[src/rtl/pulse_indicator_pkg.sv]
// Shared types and board defaults for the event-to-LED flash indicator.
// State encodings are fixed so that debug probes read the same codes on every build.
package pulse_indicator_pkg;

   typedef enum logic [1:0] {
      ST_IDLE = 2'd0,
      ST_ON   = 2'd1,
      ST_OFF  = 2'd2
   } pind_state_t;

   // 50 MHz board: 100 ms flash, 50 ms minimum dark gap.
   localparam int DEFAULT_ON_CYCLES  = 5_000_000;
   localparam int DEFAULT_OFF_CYCLES = 2_500_000;
   localparam int DEFAULT_PEND_MAX   = 7;

   // One shared timer covers both phases, so it is sized for the longer one.
   function automatic int timer_width(input int on_c, input int off_c);
      int longest;
      int w;
      longest = (on_c > off_c) ? on_c : off_c;
      w = $clog2(longest);
      return (w < 1) ? 1 : w;
   endfunction

   function automatic int count_width(input int max_val);
      int w;
      w = $clog2(max_val + 1);
      return (w < 1) ? 1 : w;
   endfunction

endpackage

[src/rtl/pulse_timer.sv]
// Loadable down-counter shared by the ON and OFF phases of the indicator FSM.
// A load always wins over the free-running decrement; the count parks at zero.
module pulse_timer #(
   parameter int WIDTH = 2
) (
   input  logic             clk,
   input  logic             rst_n,
   input  logic             load,
   input  logic [WIDTH-1:0] load_value,
   output logic             zero
);

   logic [WIDTH-1:0] count;

   always_ff @(posedge clk or negedge rst_n) begin
      if (!rst_n) begin
         count <= '0;
      end else if (load) begin
         count <= load_value;
      end else if (count != '0) begin
         count <= count - 1'b1;
      end
   end

   assign zero = (count == '0);

endmodule

[src/rtl/pulse_indicator.sv]
// Turns single-cycle event strobes into visible LED flashes with a guaranteed dark gap.
// Events arriving mid-flash are queued up to PEND_MAX and replayed; drops set a sticky flag.
//
//   state    | meaning
//   ---------+-----------------------------------------------------------
//   ST_IDLE  | LED dark, nothing queued, waiting for an event
//   ST_ON    | LED lit, timer counting down the ON time
//   ST_OFF   | LED dark, timer counting down the gap; replay or accept at end
module pulse_indicator
   import pulse_indicator_pkg::*;
#(
   parameter int ON_CYCLES  = DEFAULT_ON_CYCLES,
   parameter int OFF_CYCLES = DEFAULT_OFF_CYCLES,
   parameter int PEND_MAX   = DEFAULT_PEND_MAX,
   localparam int PEND_W    = count_width(PEND_MAX)
) (
   input  logic              clk,
   input  logic              rst_n,
   input  logic              pulse_in,
   input  logic              clr_overflow,
   output logic              led_out,
   output logic              busy,
   output logic [PEND_W-1:0] pending,
   output logic              overflow
);

   localparam int TMR_W = timer_width(ON_CYCLES, OFF_CYCLES);
   localparam logic [TMR_W-1:0]  ON_LOAD  = TMR_W'(ON_CYCLES - 1);
   localparam logic [TMR_W-1:0]  OFF_LOAD = TMR_W'(OFF_CYCLES - 1);
   localparam logic [PEND_W-1:0] PEND_TOP = PEND_W'(PEND_MAX);

   pind_state_t       state;
   pind_state_t       state_nxt;
   logic              tmr_load;
   logic [TMR_W-1:0]  tmr_value;
   logic              tmr_zero;
   logic              take_direct;
   logic              dequeue;
   logic              enqueue;
   logic              drop;
   logic [PEND_W-1:0] pending_nxt;
   logic              overflow_nxt;

   pulse_timer #(
      .WIDTH (TMR_W)
   ) u_timer (
      .clk        (clk),
      .rst_n      (rst_n),
      .load       (tmr_load),
      .load_value (tmr_value),
      .zero       (tmr_zero)
   );

   always_ff @(posedge clk or negedge rst_n) begin
      if (!rst_n) begin
         state <= ST_IDLE;
      end else begin
         state <= state_nxt;
      end
   end

   always_comb begin
      state_nxt   = state;
      tmr_load    = 1'b0;
      tmr_value   = ON_LOAD;
      take_direct = 1'b0;
      dequeue     = 1'b0;
      unique case (state)
         ST_IDLE: begin
            if (pulse_in) begin
               state_nxt   = ST_ON;
               tmr_load    = 1'b1;
               take_direct = 1'b1;
            end
         end
         ST_ON: begin
            if (tmr_zero) begin
               state_nxt = ST_OFF;
               tmr_load  = 1'b1;
               tmr_value = OFF_LOAD;
            end
         end
         ST_OFF: begin
            if (tmr_zero) begin
               // Queued events are older than a fresh strobe, so they go first.
               if (pending != '0) begin
                  state_nxt = ST_ON;
                  tmr_load  = 1'b1;
                  dequeue   = 1'b1;
               end else if (pulse_in) begin
                  state_nxt   = ST_ON;
                  tmr_load    = 1'b1;
                  take_direct = 1'b1;
               end else begin
                  state_nxt = ST_IDLE;
               end
            end
         end
         default: begin
            state_nxt = ST_IDLE;
         end
      endcase
   end

   always_comb begin
      enqueue     = pulse_in && !take_direct;
      pending_nxt = pending;
      drop        = 1'b0;
      unique case ({enqueue, dequeue})
         2'b10: begin
            if (pending == PEND_TOP) begin
               drop = 1'b1;
            end else begin
               pending_nxt = pending + 1'b1;
            end
         end
         2'b01:   pending_nxt = pending - 1'b1;
         default: pending_nxt = pending;
      endcase

      overflow_nxt = overflow;
      if (drop) begin
         overflow_nxt = 1'b1;
      end else if (clr_overflow) begin
         overflow_nxt = 1'b0;
      end
   end

   always_ff @(posedge clk or negedge rst_n) begin
      if (!rst_n) begin
         led_out  <= 1'b0;
         busy     <= 1'b0;
         pending  <= '0;
         overflow <= 1'b0;
      end else begin
         led_out  <= (state_nxt == ST_ON);
         busy     <= (state_nxt != ST_IDLE);
         pending  <= pending_nxt;
         overflow <= overflow_nxt;
      end
   end

endmodule

[config.mk]
export PLATFORM = sky130hd
export DESIGN_NAME = pulse_indicator
export DESIGN_NICKNAME = d
export VERILOG_FILES = /design/src/rtl/pulse_indicator_pkg.sv /design/src/rtl/pulse_timer.sv /design/src/rtl/pulse_indicator.sv
export SDC_FILE = /design/constraint.sdc
export NUM_CORES = 1
export LEC_CHECK = 0
export CAP_MARGIN = 25
export CORE_ASPECT_RATIO = 1.5
export CORE_MARGIN = 2
export CORE_UTILIZATION = 39
export CTS_CLUSTER_DIAMETER = 80
export DETAILED_ROUTE_END_ITERATION = 7
export SYNTH_ARGS = -nofsm -noshare
export SYNTH_HDL_FRONTEND = slang
export SYNTH_SLANG_ARGS = --single-unit
[constraint.sdc]
create_clock -name clk -period 3.77 [get_ports clk]
set_clock_uncertainty 0.05 [all_clocks]
set_input_delay 0.754 -clock clk [delete_from_list [all_inputs] [get_ports clk]]
set_output_delay 0.754 -clock clk [all_outputs]
set_load 0.01 [all_outputs]
# --- Word-level counts from Yosys, hierarchy flattened ---
# Cells that the tools add are included.
totals:
  ff_bits: 31
  inputBits: 4
  output_inout_bits: 6
  wordCells: 54
op_classes:
  eq_ne: 7
  muxes: 27
  n_reduce_logical: 11
  n_addsub: 3
op_table:
  columns: ["cell", "n"]
  rows:
  - ["2-to-1 mux 23 bit", 4]
  - ["logical NOT 23 bit", 1]
  - ["nonzero test 23 bit", 1]
  - ["subtractor 23 x 1 -> 23 bit (second input constant)", 1]
  - ["2-to-1 mux 1 bit", 15]
  - ["nonzero test 2 bit", 4]
  - ["== test 2 x 1 -> 1 bit (second input constant)", 3]
  - ["2-to-1 mux 2 bit", 3]
  - ["one-hot mux 2 bit (3 select lines)", 1]
  - ["one-hot mux 3 bit (2 select lines)", 1]
  - ["== test 2 bit (second input constant)", 2]
  - ["adder 3 x 1 -> 3 bit (second input constant)", 1]
  - ["== test 3 bit (second input constant)", 1]
  - ["2-to-1 mux 3 bit", 1]
  - ["one-hot mux 1 bit (3 select lines)", 1]
  - ["nonzero test 3 bit", 1]
  - ["subtractor 3 x 1 -> 3 bit (second input constant)", 1]
  - ["logical NOT 2 bit", 1]
  - ["!= test 2 bit (second input constant)", 1]
  - ["one-hot mux 1 bit (2 select lines)", 1]
  - ["AND reduction 2 bit", 1]
  - ["logical AND 1 bit", 1]
  - ["logical NOT 1 bit", 1]

# --- Logic depth before layout (Yosys ltp) ---
logic_depth:
  word_depth: 9
  depth_mapped: 10
  mapped_depth_nobuf: 10

# --- By module ---
# From an unflattened synthesis, not the netlist that was laid out.
hier_totals:
  cells_unflattened: 183
  area_unflattened_um2: 1778.0
by_module_without_submodules:
  columns: ["module", "seq_area_each_um2", "cells_per_inst", "instances", "area_per_inst_um2"]
  rows:
  - ["pulse_timer", 575.6, 137, 1, 1305.0]
  - ["pulse_indicator", 200.2, 46, 1, 473.0]

# --- Worst setup path before layout ---
# OpenSTA, ideal clock, no wires.
synth_timing:
  path_kind: "reg2reg"
  startpoint: "register u_timer.count[0]"
  endpoint: "register pending[2]"
  synth_period_minus_slack_ps: 2547
  path_buffers: 0
  t_arrival_ps: 2371
  path_stages_with_launch: 11
  path_slack_ps: 1223
  path_cell_list: "dfrtp_1 -> inv_1 -> ha_1 -> nor4b_1 -> nand2_2 -> nor3_1 -> nand2_1 -> fa_1 -> inv_1 -> nor2_1 -> o311a_1"
synth_between:
  elab_chain_cells: 8
synth_rtl:
  columns: ["item", "line", "text"]
  rows:
  - ["from (decl)", "pulse_timer.sv:13", "logic [WIDTH-1:0] count;"]
  - ["from (signal assigned)", "pulse_timer.sv:19", "count <= load_value;"]
  - ["from (signal assigned)", "pulse_timer.sv:21", "count <= count - 1'b1;"]
  - ["logical NOT 23 bit (*)", "pulse_timer.sv:25", "assign zero = (count == '0);"]
  - ["2-to-1 mux 1 bit", "pulse_indicator.sv:84", "if (tmr_zero) begin"]
  - ["one-hot mux 1 bit (2 select lines)", "pulse_indicator.sv:68", "unique case (state)"]
  - ["logical NOT 1 bit", "pulse_indicator.sv:106", "enqueue = pulse_in && !take_direct;"]
  - ["logical AND 1 bit", "pulse_indicator.sv:106", null]
  - ["== test 2 bit / == test 2 x 1 -> 1 bit (equally long branches)", "pulse_indicator.sv:109", "unique case ({enqueue, dequeue})"]
  - ["!= test 2 bit (no source line) / nonzero test 2 bit (equally long branches)", null, null]
  - ["AND reduction 2 bit (no source line)", null, null]
  - ["to (signal assigned)", "pulse_indicator.sv:138", "pending <= pending_nxt;"]
  - ["to (decl)", "pulse_indicator.sv:23", "output logic [PEND_W-1:0] pending,"]
# Mark *: on every way between the ends. The rest lies on a longest branch, timed or not.
# A chain may end at the register's enable or synchronous reset.

# --- Worst setup path after layout ---
# Same ends and word-level chain as after synthesis.

==> qor.log <==
qor: die.die_w 60.1 um
qor: clock_network.cts-root-buf sky130_fd_sc_hd__clkbuf_8
qor: yosys.share_of_synthesized_area_occupied_by_flip_flops_and_latches 42.2%
qor: die.io_pins 10
qor: sta.finalSetupViolCount 0
qor: yosys.yosysUniqueCellTypes 52
qor: placement.dp_cells 259
qor: final_layout.most_common_cell_after_layout_fill_and_taps_aside sky130_fd_sc_hd__dfrtp_1
qor: worst_setup_path.worst_path_max_fanout 8
qor: die.floorplan.die_area 0.00529 mm2
qor: final_layout.most_used_cells_in_the_layout_excluding_fill_and_tap_cells sky130_fd_sc_hd__dfrtp_1, sky130_fd_sc_hd__nor2_1, sky130_fd_sc_hd__nor3_1
qor: grt.grt_start_max_net_pins 32
qor: worst_setup_path.worstSetupEndpointType flop
qor: worst_setup_path.regToRegEndpoint pending[2]
qor: sta.final-hold-violation-count 0
qor: yosys.syn_avg_cell_area 9.73 um2
qor: sta.worst-slew-pin-transition 1050 ps
qor: grt.grt_overflow_total 0
qor: placement.place.gp.congestion 0.880
qor: worst_setup_path.crit_top_cell sky130_fd_sc_hd__inv_1
qor: pwr.finalPower 768 uW
qor: sta.report.final.slew_viol_count 0
qor: sta.period_share 78.3%
qor: yosys.post_synth_inst_count 189
qor: sta.max_slew_margin 30.1%
qor: worst_setup_path.r2r_start u_timer.count[0]
qor: final_layout.final_core_util 45.6%
qor: sta.timing.fmax 339 MHz
qor: yosys.synth.top_cell.area_share 42.2%
qor: drt.num_vias 1475
qor: die.initial_core_util 40.5%
qor: clock_network.cts_tree done
qor: drt.post-route-drc-count 0
qor: final_layout.share_of_layout_cells_above_drive_strength_1 10.8%
qor: sta.fin_hold_ws 470 ps
qor: clock_network.cts_hold_buf 0
qor: final_layout.fin_nets 208
qor: yosys.ys.flop_type sky130_fd_sc_hd__dfrtp_1
qor: yosys.synth.cell_area 0.00184 mm2
qor: yosys.synth.net_count 195
qor: hold_path.min-delay-start overflow
qor: worst_setup_path.worst_ep_arrival_time 3070 ps
qor: placement.place_hpwl 2970 um
qor: flow_run.maxCapViolCount 0
qor: worst_setup_path.classification_of_the_worst_setup_path reg -> reg
qor: final_layout.fin_cells 267
qor: grt.track_usage 18.5%
qor: grt.grt_pass1_vias 1544
qor: drt.postRouteAntennaNets 0
qor: sta.min_period 2950 ps
qor: yosys.synth_edf_count 0
qor: die.fp-row-count 30
qor: drt.detail_route.first_pass.iterations 4
qor: worst_setup_path.timing.critical_path.cells inv_1 > ha_1 > nor4b_1 > nand2_2 > nor3_1 > nand2_1 > fa_1 > inv_1 > nor2_1 > o311a_1
qor: pwr.power_leakage 0.000871 uW
qor: worst_setup_path.worst_path_dominant_cell_family simple AND/OR/NAND/NOR gates
qor: placement.port_buffers 9
qor: pwr.pwr_density_cell 371 mW/mm2
qor: drt.drt_iter0_markers 99
qor: yosys.synth-seq-cells 31
qor: worst_setup_path.critPathSlowestCell sky130_fd_sc_hd__nor4b_1
qor: worst_setup_path.cpPeakStageDelay 520 ps
qor: pwr.p_comb_share 17.6%
qor: grt.grt_pass1_wl 7250 um
qor: yosys.netlist.top_cell.by_area sky130_fd_sc_hd__dfrtp_1
qor: pwr.vdd_ir_drop_max 169 uV
qor: yosys.yosysWarningCount 0
qor: die.die_h 88.1 um
qor: pwr.seq_power_share 49.6%
qor: clock_network.clk-insertion-delay-late 290 ps
qor: yosys.synth_top_family_by_area simple AND/OR/NAND/NOR gates
qor: run_status.status finished, final reports clean
qor: clock_network.cts.reportedPaths.clkPinSlew 60 ps
qor: drt.wire_per_inst 15.3 um
qor: worst_setup_path.worst-path-buf-inv 2
qor: clock_network.cts-buffers-inserted 5
qor: clock_network.ctsResizeCount 0
qor: hold_path.worst_hold_path.num_cells 2
qor: worst_setup_path.r2r_setup_slack 820 ps
qor: die.core-area 0.00454 mm2
qor: hold_path.min-delay-path-class reg -> reg
qor: worst_setup_path.setup.worst_path.start_class flop
qor: final_layout.antennaDiodeCount 0
qor: worst_setup_path.worst-path-stages 10
qor: clock_network.post-cts-setup-buffer-count 0
qor: yosys.complex_gate_fraction_of_the_synthesized_area 14.3%
qor: drt.viasPerCell 5.52
qor: yosys.adder_cell_share_of_the_synthesized_area 1.77%
qor: worst_setup_path.worstPathRequired 3890 ps
qor: worst_setup_path.r2r.worst_path.cells 10
qor: sta.timing.setup.tns 0 ps
qor: yosys.post_synth_arst_share 100%
qor: pwr.total_switching_power 212 uW
qor: yosys.synth_area_leaders sky130_fd_sc_hd__dfrtp_1, sky130_fd_sc_hd__xor2_1, sky130_fd_sc_hd__nor3_1
qor: sta.grt_setup_unrepaired no
qor: drt.totalWireLength 4090 um
qor: grt.grt_antenna_before_repair 0
qor: yosys.xor_xnor_share_of_the_synthesized_area 7.14%
qor: clock_network.htree_levels 2
qor: clock_network.tritoncts_num_sinks 31
qor: hold_path.worst_hold_path.endpoint overflow
qor: pwr.sw_frac_of_total 27.7%
qor: yosys.simple_gate_fraction_of_synth_area 27.9%
qor: clock_network.max-clock-path-buffers 2
qor: pwr.internal_power 556 uW
qor: final_layout.flow.area_growth_from_synthesis 12.6%
qor: yosys.post_synth_mux_area_share 2.99%
qor: pwr.share_of_total_power_in_the_clock_network 32.9%
power by group through the flow:
stage / clock network, uW / logic [uW] / registers (uW)
final: 252 / 135 / 381
after CTS: 263 / 138 / 381
after global routing: 279 / 158 / 386
after global placement: 0 / 130 / 386
after floorplan: 0 / 63.3 / 392
after detailed placement: 0 / 137 / 387
stage by stage:
stage	setup slack, ps	instance area, um2
final	819	2070
after global routing	562	2070
after CTS	865	2070
after detailed placement	880	1990
after global placement	1030	1990
after floorplan	1220	1840
cell type report:
cell class	instances	area, um2
Tap cell	64	80.1
Fill cell	449	2470
Clock inverter	1	5.00
Clock buffer	7	76.3
Multi-Input combinational cell	144	995
Inverter	9	33.8
Timing Repair Buffer	11	105
Sequential cell	31	776
cell usage after synthesis, types with 2 or more instances:
cell,n
sky130_fd_sc_hd__dfrtp_1,31
sky130_fd_sc_hd__nor2_1,16
sky130_fd_sc_hd__nor3_1,14
sky130_fd_sc_hd__nand2_1,13
sky130_fd_sc_hd__nand3_1,12
sky130_fd_sc_hd__o21ai_0,10
sky130_fd_sc_hd__xor2_1,10
sky130_fd_sc_hd__inv_1,9
sky130_fd_sc_hd__nand4_1,6
sky130_fd_sc_hd__a21o_1,5
sky130_fd_sc_hd__xnor2_1,5
sky130_fd_sc_hd__a21oi_1,4
sky130_fd_sc_hd__mux2i_1,4
sky130_fd_sc_hd__or3_1,3
sky130_fd_sc_hd__a211oi_1,2
sky130_fd_sc_hd__a221oi_1,2
sky130_fd_sc_hd__a32o_1,2
sky130_fd_sc_hd__buf_4,2
sky130_fd_sc_hd__nand2b_1,2
sky130_fd_sc_hd__nor3_2,2
sky130_fd_sc_hd__nor3b_1,2
sky130_fd_sc_hd__nor4_4,2
sky130_fd_sc_hd__nor4b_1,2
flip-flops by register name (all words and copies together), names as in the netlist:
| register | flops |
|---|---|
| u_timer.count | 23 |
| pending | 3 |
| state | 2 |
| busy | 1 |
| led_out | 1 |
| overflow | 1 |
tightest hold or removal path, stage by stage, from the launching register on:
cell and delay [ps]:
sky130_fd_sc_hd__dfrtp_1 370, sky130_fd_sc_hd__inv_1 50, sky130_fd_sc_hd__o21ai_0 60
per-layer routing:
metal,share of wire (%),GRT usage (%),vias to the layer above,routed length [um]
met2,54,31.5,25,2220
met1,42,21.0,727,1710
met5,0,0,-,0
li1,-,-,717,-
met3,2.5,3.40,6,101
met4,1.5,10.5,0,60
worst max-delay path by stage:
stage,startpoint,end,slack [ps]
after floorplan,u_timer.count[0],pending[2],1220
after global placement,pulse_in,pending[2],1030
after detailed placement,u_timer.count[0],pending[2],880
after CTS,u_timer.count[0],pending[2],870
after global routing,u_timer.count[0],pending[2],560
final,u_timer.count[0],pending[2],820
cells by family after synthesis:
logic type | Yosys count
AND/OR/NAND/NOR | 86
XOR/XNOR | 15
adder cells (fa/ha/maj) | 2
AO/OA/AOI/OAI | 36
multiplexers | 5
buffers and inverters | 14
flip-flops | 31
Power figures use the tool's default switching activity.
